`config.mk`:
```
export PLATFORM = sky130hd
export DESIGN_NAME = distributor_rr_reg
export DESIGN_NICKNAME = d
export VERILOG_FILES = /design/src/rtl/distributor_rr_reg.sv
export SDC_FILE = /design/constraint.sdc
export NUM_CORES = 1
export LEC_CHECK = 0
export CAP_MARGIN = 20
export CORE_AREA = 2 2 158 160
export CTS_CLUSTER_DIAMETER = 150
export DETAILED_ROUTE_END_ITERATION = 6
export DIE_AREA = 0 0 160 162
export DONT_BUFFER_PORTS = 1
export PLACE_DENSITY = 0.54
export SKIP_CTS_REPAIR_TIMING = 1
export SLEW_MARGIN = 0
export SYNTH_ARGS = -nofsm -noshare
export SYNTH_HDL_FRONTEND = slang
export SYNTH_SLANG_ARGS = --single-unit
```
`constraint.sdc`:
```
create_clock -name clk -period 6.8 [get_ports clk]
set_input_delay 1.36 -clock clk [delete_from_list [all_inputs] [get_ports clk]]
set_output_delay 1.36 -clock clk [all_outputs]
set_load 0.02 [all_outputs]
```
`src/rtl/distributor_rr_reg.sv`:
```
// Slice distributor: pops the show-ahead slice FIFO and hands each slice to one of
// NUM_PARSER parsers via a registered payload and a one-hot valid strobe.
module distributor_rr_reg #(
    parameter int                    NUM_PARSER = 6,
    parameter logic [NUM_PARSER-1:0] BASE_INIT  = NUM_PARSER'(1),
    parameter int                    DATA_W     = 144,
    parameter int                    POS_W      = 16,
    parameter int                    ADDR_W     = 17,
    parameter int                    GARB_W     = 3,
    parameter int                    MODE       = 0,
    parameter int                    HOLDOFF    = 2,
    parameter int                    CNT_W      = 32
) (
    input  logic                  clk,
    input  logic                  rst,
    input  logic [DATA_W-1:0]     data_in,
    input  logic [POS_W-1:0]      position_in,
    input  logic [ADDR_W-1:0]     address_in,
    input  logic [GARB_W-1:0]     garbage_in,
    input  logic                  lit_flag_in,
    input  logic                  valid_in,
    input  logic                  stop,
    input  logic [NUM_PARSER-1:0] ready,
    output logic                  rdreq,
    output logic [DATA_W-1:0]     data_out,
    output logic [POS_W-1:0]      position_out,
    output logic [ADDR_W-1:0]     address_out,
    output logic [GARB_W-1:0]     garbage_out,
    output logic                  lit_flag_out,
    output logic [NUM_PARSER-1:0] valid_out,
    output logic [CNT_W-1:0]      dispatch_cnt
);

    localparam int IDX_W = (NUM_PARSER > 1) ? $clog2(NUM_PARSER) : 1;
    localparam int HC_W  = (HOLDOFF > 0) ? $clog2(HOLDOFF + 1) : 1;

    logic                  stop_q;
    logic [NUM_PARSER-1:0] base_q, base_d;
    logic [NUM_PARSER-1:0] valid_q, valid_d;
    logic [CNT_W-1:0]      cnt_q, cnt_d;
    logic [HC_W-1:0]       hcnt_q [NUM_PARSER];
    logic [HC_W-1:0]       hcnt_d [NUM_PARSER];
    logic [DATA_W-1:0]     data_q;
    logic [POS_W-1:0]      pos_q;
    logic [ADDR_W-1:0]     addr_q;
    logic [GARB_W-1:0]     garb_q;
    logic                  lit_q;

    logic [NUM_PARSER-1:0] eligible, rot_elig, rot_first, grant_rr, grant_fix, grant;
    logic [IDX_W-1:0]      base_idx;
    logic                  fire;

    always_comb begin
        for (int i = 0; i < NUM_PARSER; i++) begin
            eligible[i] = ready[i] & (hcnt_q[i] == '0);
        end
    end

    always_comb begin
        base_idx = '0;
        for (int i = 0; i < NUM_PARSER; i++) begin
            if (base_q[i]) base_idx = IDX_W'(i);
        end
    end

    // Rotate so base sits at bit 0, take the lowest set bit, rotate back.
    assign rot_elig  = (eligible >> base_idx) | (eligible << (NUM_PARSER - base_idx));
    assign rot_first = rot_elig & (~rot_elig + NUM_PARSER'(1));
    assign grant_rr  = (rot_first << base_idx) | (rot_first >> (NUM_PARSER - base_idx));
    assign grant_fix = eligible & (~eligible + NUM_PARSER'(1));
    assign grant     = (MODE == 1) ? grant_fix : grant_rr;

    assign fire  = valid_in & (|eligible) & ~stop_q & ~rst;
    assign rdreq = fire;

    always_comb begin
        base_d  = base_q;
        valid_d = '0;
        cnt_d   = cnt_q;
        for (int i = 0; i < NUM_PARSER; i++) begin
            hcnt_d[i] = (hcnt_q[i] != '0) ? hcnt_q[i] - HC_W'(1) : hcnt_q[i];
        end
        if (fire) begin
            base_d  = {grant[NUM_PARSER-2:0], grant[NUM_PARSER-1]};
            valid_d = grant;
            cnt_d   = cnt_q + CNT_W'(1);
            for (int i = 0; i < NUM_PARSER; i++) begin
                if (grant[i]) hcnt_d[i] = HC_W'(HOLDOFF);
            end
        end
    end

    always_ff @(posedge clk) begin
        if (rst) begin
            stop_q  <= 1'b0;
            base_q  <= BASE_INIT;
            valid_q <= '0;
            cnt_q   <= '0;
            data_q  <= '0;
            pos_q   <= '0;
            addr_q  <= '0;
            garb_q  <= '0;
            lit_q   <= 1'b0;
            for (int i = 0; i < NUM_PARSER; i++) hcnt_q[i] <= '0;
        end else begin
            stop_q  <= stop;
            base_q  <= base_d;
            valid_q <= valid_d;
            cnt_q   <= cnt_d;
            for (int i = 0; i < NUM_PARSER; i++) hcnt_q[i] <= hcnt_d[i];
            if (fire) begin
                data_q <= data_in;
                pos_q  <= position_in;
                addr_q <= address_in;
                garb_q <= garbage_in;
                lit_q  <= lit_flag_in;
            end
        end
    end

    // A non-one-hot BASE_INIT shows up here on the first cycle out of reset.
    always_ff @(posedge clk) begin
        if (!rst) assert ($onehot(base_q)) else $error("distributor base pointer not one-hot");
    end

    assign data_out     = data_q;
    assign position_out = pos_q;
    assign address_out  = addr_q;
    assign garbage_out  = garb_q;
    assign lit_flag_out = lit_q;
    assign valid_out    = valid_q;
    assign dispatch_cnt = cnt_q;

endmodule

```
==> impl_metrics.json, run 1 <==
{
  "port_buffers": 0,
  "seqPwrFrac_pct": 38.7,
  "drt-vias-per-instance": 5.46,
  "first_pass_iters": 7,
  "syn_to_final_growth_pct": 10.9,
  "synthArstFlopShare_pct": 0,
  "clkTransAtPathRegs_ns": 0.06,
  "setup_viol_count_final": 0,
  "synth_cells": 1181,
  "core_sq_um": 24100,
  "globalplace.congestion": 0.932,
  "drc_errors": 0,
  "grt-ovfl-total": 0,
  "synth_top_area_share_pct": 50.5,
  "power-per-cell-area_nw_per_um2": 407,
  "criticalPathCategory": "reg -> reg",
  "grt_pass1_wl_mm": 41.2,
  "rr_startpoint": "base_q[4]$_SDFFE_PP0P_",
  "yosys_register_bits": 237,
  "maxSlewViolCount": 0,
  "fin_nets": 1329,
  "timing.fmax_ghz": 0.206,
  "n_antenna_cell": 0,
  "wirelength_mm": 27.3,
  "grt_pass1_vias": 7496,
  "cp_max_fo": 16,
  "post_drt_wl_per_cell_um": 18.5,
  "start_kind": "flop",
  "synthTopCellsByArea": "dfxtp_1, nand2_1, a21oi_1",
  "hold_path_class": "reg -> reg",
  "rsz0062_at_grt": "no",
  "synth_area_per_cell_sq_um": 7.96,
  "dp_hpwl_mm": 18.8,
  "numCtsBuffers": 25,
  "antenna_found_initial": 0,
  "yosys.area.top_type": "dfxtp_1",
  "p_clk_share_pct": 33.7,
  "skew_ns": 0.0139,
  "htreeDepth": 1,
  "period_needed_ns": 4.86,
  "p_int_uw": 2740,
  "final_util_pct": 43.2,
  "worst_slack_ns": 1.94,
  "worstHoldStart": "hcnt_q[4][0]$_SDFF_PP0_",
  "hold_end": "hcnt_q[4][0]$_SDFF_PP0_",
  "ctsLongestPathBuffers": 3,
  "maxCapViolCount": 0,
  "max_slew_margin_pct": 30.4,
  "status": "completed",
  "dieArea_sq_um": 25900,
  "synth-seq-area-share_pct": 50.5,
  "p_sw_uw": 1500,
  "rows": 57,
  "ys_top_cells_by_count": "nand2_1, dfxtp_1, a21oi_1",
  "r2r-end": "hcnt_q[0][0]$_SDFF_PP0_",
  "design_area_sq_um": 10400,
  "ir_drop_v": 0.000192,
  "swShare_pct": 35.4,
  "power.share.combinational_pct": 27.6,
  "worstPathRequired_ns": 7.18,
  "clock-root-buffer": "clkbuf_16",
  "grt_max_degree": 226,
  "ys.flop_type": "dfxtp_1",
  "place_ws_ns": 1.82,
  "min_period_over_period_pct": 71.5,
  "place_area_sq_um": 9550,
  "hold_depth": 1,
  "ant_nets": 0,
  "syn_nets": 1374,
  "tightest_slew_ns": 1.04,
  "layout.cells.non_filler": 1476,
  "final_hold_viol_count": 0,
  "synth_edf_count": 0,
  "vias": 8061,
  "reg2reg_slack_ns": 1.94,
  "drt_iter0_drc": 741,
  "yosysMostFrequentCell": "nand2_1",
  "power.leakage_uw": 0.00361,
  "cp.arrival_ns": 5.25,
  "end_kind": "flop",
  "synth_area_sq_um": 9400,
  "rr_worst_depth": 12,
  "crit_start": "base_q[4]$_SDFFE_PP0P_",
  "initial_core_util_pct": 39.0,
  "fin_setup_tns_ns": 0,
  "io_pins": 411,
  "clock_latency_ns": 0.53,
  "die_w_um": 160,
  "grt.total_usage_pct": 19.3,
  "drive_above_1_share_pct": 6.34,
  "cts.sinks": 237,
  "cts_tree": "done",
  "ys_warn_count": 0,
  "synth_cell_type_count": 69,
  "dp_cells": 1433,
  "die_y_um": 162
}
[per-stage QoR]
stage	hold WS, ns	total power, uW
after detailed placement	0.459	2800
after floorplan	0.421	2560
final	0.458	4240
after global routing	0.493	4430
after CTS	0.467	4240
after global placement	0.457	2820
[layer usage]
metal  track usage (%)  wire length [um]
met3              6.95              3030
met4              7.45               934
met2              32.5             12900
met5                 0                 0
met1              22.7             10400
[critical path, cell delays in order (launching register included)]
cell and delay, ns:
dfxtp_1 0.70, nor2b_2 0.19, nor3_2 0.65, inv_2 0.27, ha_1 0.75, nor4b_1 0.19
nand3_1 0.14, a21oi_1 0.14, a2111oi_0 0.71, and4_1 0.38, nand2_1 0.08, o22ai_1 0.42
nor4b_1 0.10
[power by group through the flow]
stage / Combinational, uW / Sequential (uW) / Clock (uW)
CTS: 1130 / 1640 / 1470
global route: 1260 / 1650 / 1530
finish: 1170 / 1640 / 1430
floorplan: 931 / 1620 / 0
global placement: 1140 / 1670 / 0
detailed placement: 1120 / 1670 / 0
[kinds of logic after synthesis]
family	count (synthesis)	share of synthesized area (%)
AND/OR/NAND/NOR	547	25.5
AO/OA/AOI/OAI	269	16.6
flip-flops	237	50.5
buffers and inverters	91	3.81
XOR/XNOR	31	2.89
multiplexers	4	0.426
adder cells (fa/ha/maj)	2	0.266
[placed cells by master, fill, tap and decap left out, types with 5 or more instances in the layout]
master,instances
nand2_1,391
and4_1,7
a21oi_1,195
inv_1,11
and3_1,7
clkbuf_8,8
nor4b_1,7
a31oi_1,5
and2_1,6
o21ai_0,15
buf_4,6
nor2_1,45
xnor2_1,13
dfxtp_1,237
xor2_1,18
clkbuf_16,25
nand3_1,27
nor4_1,5
nor3_1,5
nand4_1,12
nor3b_1,6
[flip-flops by register name (all words and copies together), names as in the netlist]
register / cells
lit_flag_out: 1
garbage_out: 3
address_out: 17
base_q: 5
stop_q: 1
position_out: 16
hcnt_q: 12
valid_out: 6
dispatch_cnt: 32
data_out: 144
[worst max path at each step]
stage                     cells past startpoint                           end
after floorplan                               6                         rdreq
after global placement                        9  dispatch_cnt[5]$_SDFFE_PP0P_
after detailed placement                      9  dispatch_cnt[5]$_SDFFE_PP0P_
after CTS                                     4                         rdreq
after global routing                         11       hcnt_q[5][0]$_SDFF_PP0_
final                                        12       hcnt_q[0][0]$_SDFF_PP0_
[final cells by class]
class / count / area (sq um)
timing repair buffer: 6 / 45.0
inverter: 13 / 53.8
multi-input combinational: 853 / 4300
tap: 324 / 405
clock buffer: 37 / 751
clock inverter: 6 / 123
sequential: 237 / 4740
fill: 2480 / 13700
No activity file was read; power rests on OpenSTA's default activity.
==> inputs of run 2 (changes only) <==
--- a/config.mk
+++ b/config.mk
@@ -11,7 +11,7 @@
 export DETAILED_ROUTE_END_ITERATION = 6
 export DIE_AREA = 0 0 160 162
 export DONT_BUFFER_PORTS = 1
-export PLACE_DENSITY = 0.54
+export PLACE_DENSITY = 0.56
 export SKIP_CTS_REPAIR_TIMING = 1
 export SLEW_MARGIN = 0
 export SYNTH_ARGS = -nofsm -noshare
==> constraint.sdc (replaced) <==
create_clock -name clk -period 4.1 [get_ports clk]
set_input_delay 0.82 -clock clk [delete_from_list [all_inputs] [get_ports clk]]
set_output_delay 0.82 -clock clk [all_outputs]
set_load 0.02 [all_outputs]
==> run 2 against run 1 <==
Hold slack lost 0.082 ns. First-iteration DRC count down 25%. Maximum frequency increased by 33%. Critical path type unchanged. Critical endpoint is now hcnt_q[1][0]$_SDFF_PP0_. Largest power group unchanged. Highest routed layer unchanged.
==> impl_metrics.json, run 2 (same netlist as run 1, synthesis figures left out) <==
{
  "rows": 57,
  "power.leakage_uw": 0.00384,
  "nFillCells": 2437,
  "initial_core_util_pct": 39.0,
  "grt_pass1_vias": 7879,
  "ir_drop_v": 0.000314,
  "start_kind": "flop",
  "cts_tree": "done",
  "first_pass_iters": 5,
  "io_pins": 411,
  "criticalPathCategory": "reg -> reg",
  "globalplace.congestion": 0.925,
  "layout_commonest_cell": "nand2_1",
  "multi_input_area_sq_um": 4300,
  "worst_slack_ns": 0.446,
  "largest_reg_flops": 144,
  "regArea_sq_um": 4740,
  "die_y_um": 162,
  "syn_to_final_growth_pct": 14.8,
  "status": "completed",
  "timing.fmax_ghz": 0.274,
  "skew_ns": 0.0149,
  "rsz0062_at_grt": "no",
  "layout_common_cells": "nand2_1, dfxtp_1, a21oi_1",
  "post_drt_wl_per_cell_um": 19.1,
  "drt_iter0_drc": 557,
  "ctsLongestPathBuffers": 3,
  "cts.sinks": 237,
  "maxSlewViolCount": 0,
  "clock_latency_ns": 0.53,
  "drt-vias-per-instance": 5.37,
  "max_slew_margin_pct": 37.2,
  "min_period_over_period_pct": 89.1,
  "dieArea_sq_um": 25900,
  "port_buffers": 0,
  "power-per-cell-area_nw_per_um2": 705,
  "period_needed_ns": 3.65,
  "wirelength_mm": 29.0,
  "core_sq_um": 24100,
  "dp_hpwl_mm": 20.7,
  "n_antenna_cell": 0,
  "numCtsBuffers": 25,
  "drive_above_1_share_pct": 9.88,
  "grt.total_usage_pct": 20.9,
  "htreeDepth": 1,
  "vias": 8158,
  "clock-root-buffer": "clkbuf_16",
  "ant_nets": 0,
  "grt_max_degree": 226,
  "tightest_slew_ns": 0.933,
  "fin_nets": 1368,
  "end_kind": "flop",
  "place_ws_ns": 0.546,
  "clkTransAtPathRegs_ns": 0.06,
  "drc_errors": 0,
  "hold_path_class": "in -> reg",
  "worstPathRequired_ns": 4.53,
  "setup_viol_count_final": 0,
  "grt_pass1_wl_mm": 43.8,
  "maxCapViolCount": 0,
  "final_hold_viol_count": 0,
  "die_w_um": 160,
  "grt-ovfl-total": 0,
  "cp.arrival_ns": 4.08,
  "fin_setup_tns_ns": 0,
  "antenna_found_initial": 1,
  "cp_max_fo": 13
}
## run 2: cell types whose count changed in the layout (fill, tap and decap cells not counted), sizes merged
cell and delta:
clkbuf -5, buf +39, clkinv +7, bufinv +1
## run 2: layer usage
metal	wire length, um	track usage, %	vias up
met5	0	0	-
met4	828	6.67	0
met3	2990	7.12	65
met2	14000	36.5	385
met1	11200	24.1	3738
li1	-	-	3970
## run 2: per-stage QoR
step | utilization, % | cell area, sq um | std cells | hold WS, ns | total power [uW]
6_report | 44.7 | 10800 | 1518 | 0.376 | 7610
3_5_place_dp | 41.0 | 9890 | 1472 | 0.453 | 5190
4_1_cts | 44.7 | 10800 | 1518 | 0.341 | 7630
5_1_grt | 44.7 | 10800 | 1518 | 0.340 | 7970
3_3_place_gp | 41.0 | 9890 | 1472 | 0.446 | 5260
2_1_floorplan | - | 9400 | 1181 | 0.421 | 4240
## run 2: final timing paths
check / from / endpoint / slack [ns] / depth (start not counted)
hold reg to reg: hcnt_q[4][0]$_SDFF_PP0_ / hcnt_q[4][0]$_SDFF_PP0_ / 0.45 / 1
hold / removal: rst / garbage_out[2]$_SDFFE_PP0P_ / 0.38 / 1
setup / recovery: base_q[3]$_SDFFE_PP0P_ / hcnt_q[1][0]$_SDFF_PP0_ / 0.45 / 12
setup reg to reg: base_q[3]$_SDFFE_PP0P_ / hcnt_q[1][0]$_SDFF_PP0_ / 0.45 / 12
## run 2: layout make-up
| class | instances | area share, % |
|---|---|---|
| Timing Repair Buffer | 45 | 3.60 |
| Sequential cell | 237 | 44.0 |
| Tap cell | 324 | 3.76 |
| Inverter | 13 | 0.499 |
| Multi-Input combinational cell | 853 | 39.9 |
| Clock inverter | 14 | 1.67 |
| Clock buffer | 32 | 6.60 |
## run 2: report_power, final
part | internal [uW] | total, uW | switching, uW
Sequential | 2440 | 2710 | 263
Combinational | 1030 | 2490 | 1460
Clock | 1480 | 2410 | 933
Total | 4950 | 7610 | 2660
## run 2: worst max-delay path: stages (launching register included)
cell and delay [ns]:
dfxtp_1 0.58, nor2b_2 0.42, nor3_2 0.09, inv_2 0.07, ha_1 0.34, nor4b_1 0.54
nand3_1 0.14, a21oi_1 0.34, a2111oi_0 0.16, and4_1 0.30, nand4_1 0.21, a31oi_4 0.12
nor4b_1 0.23
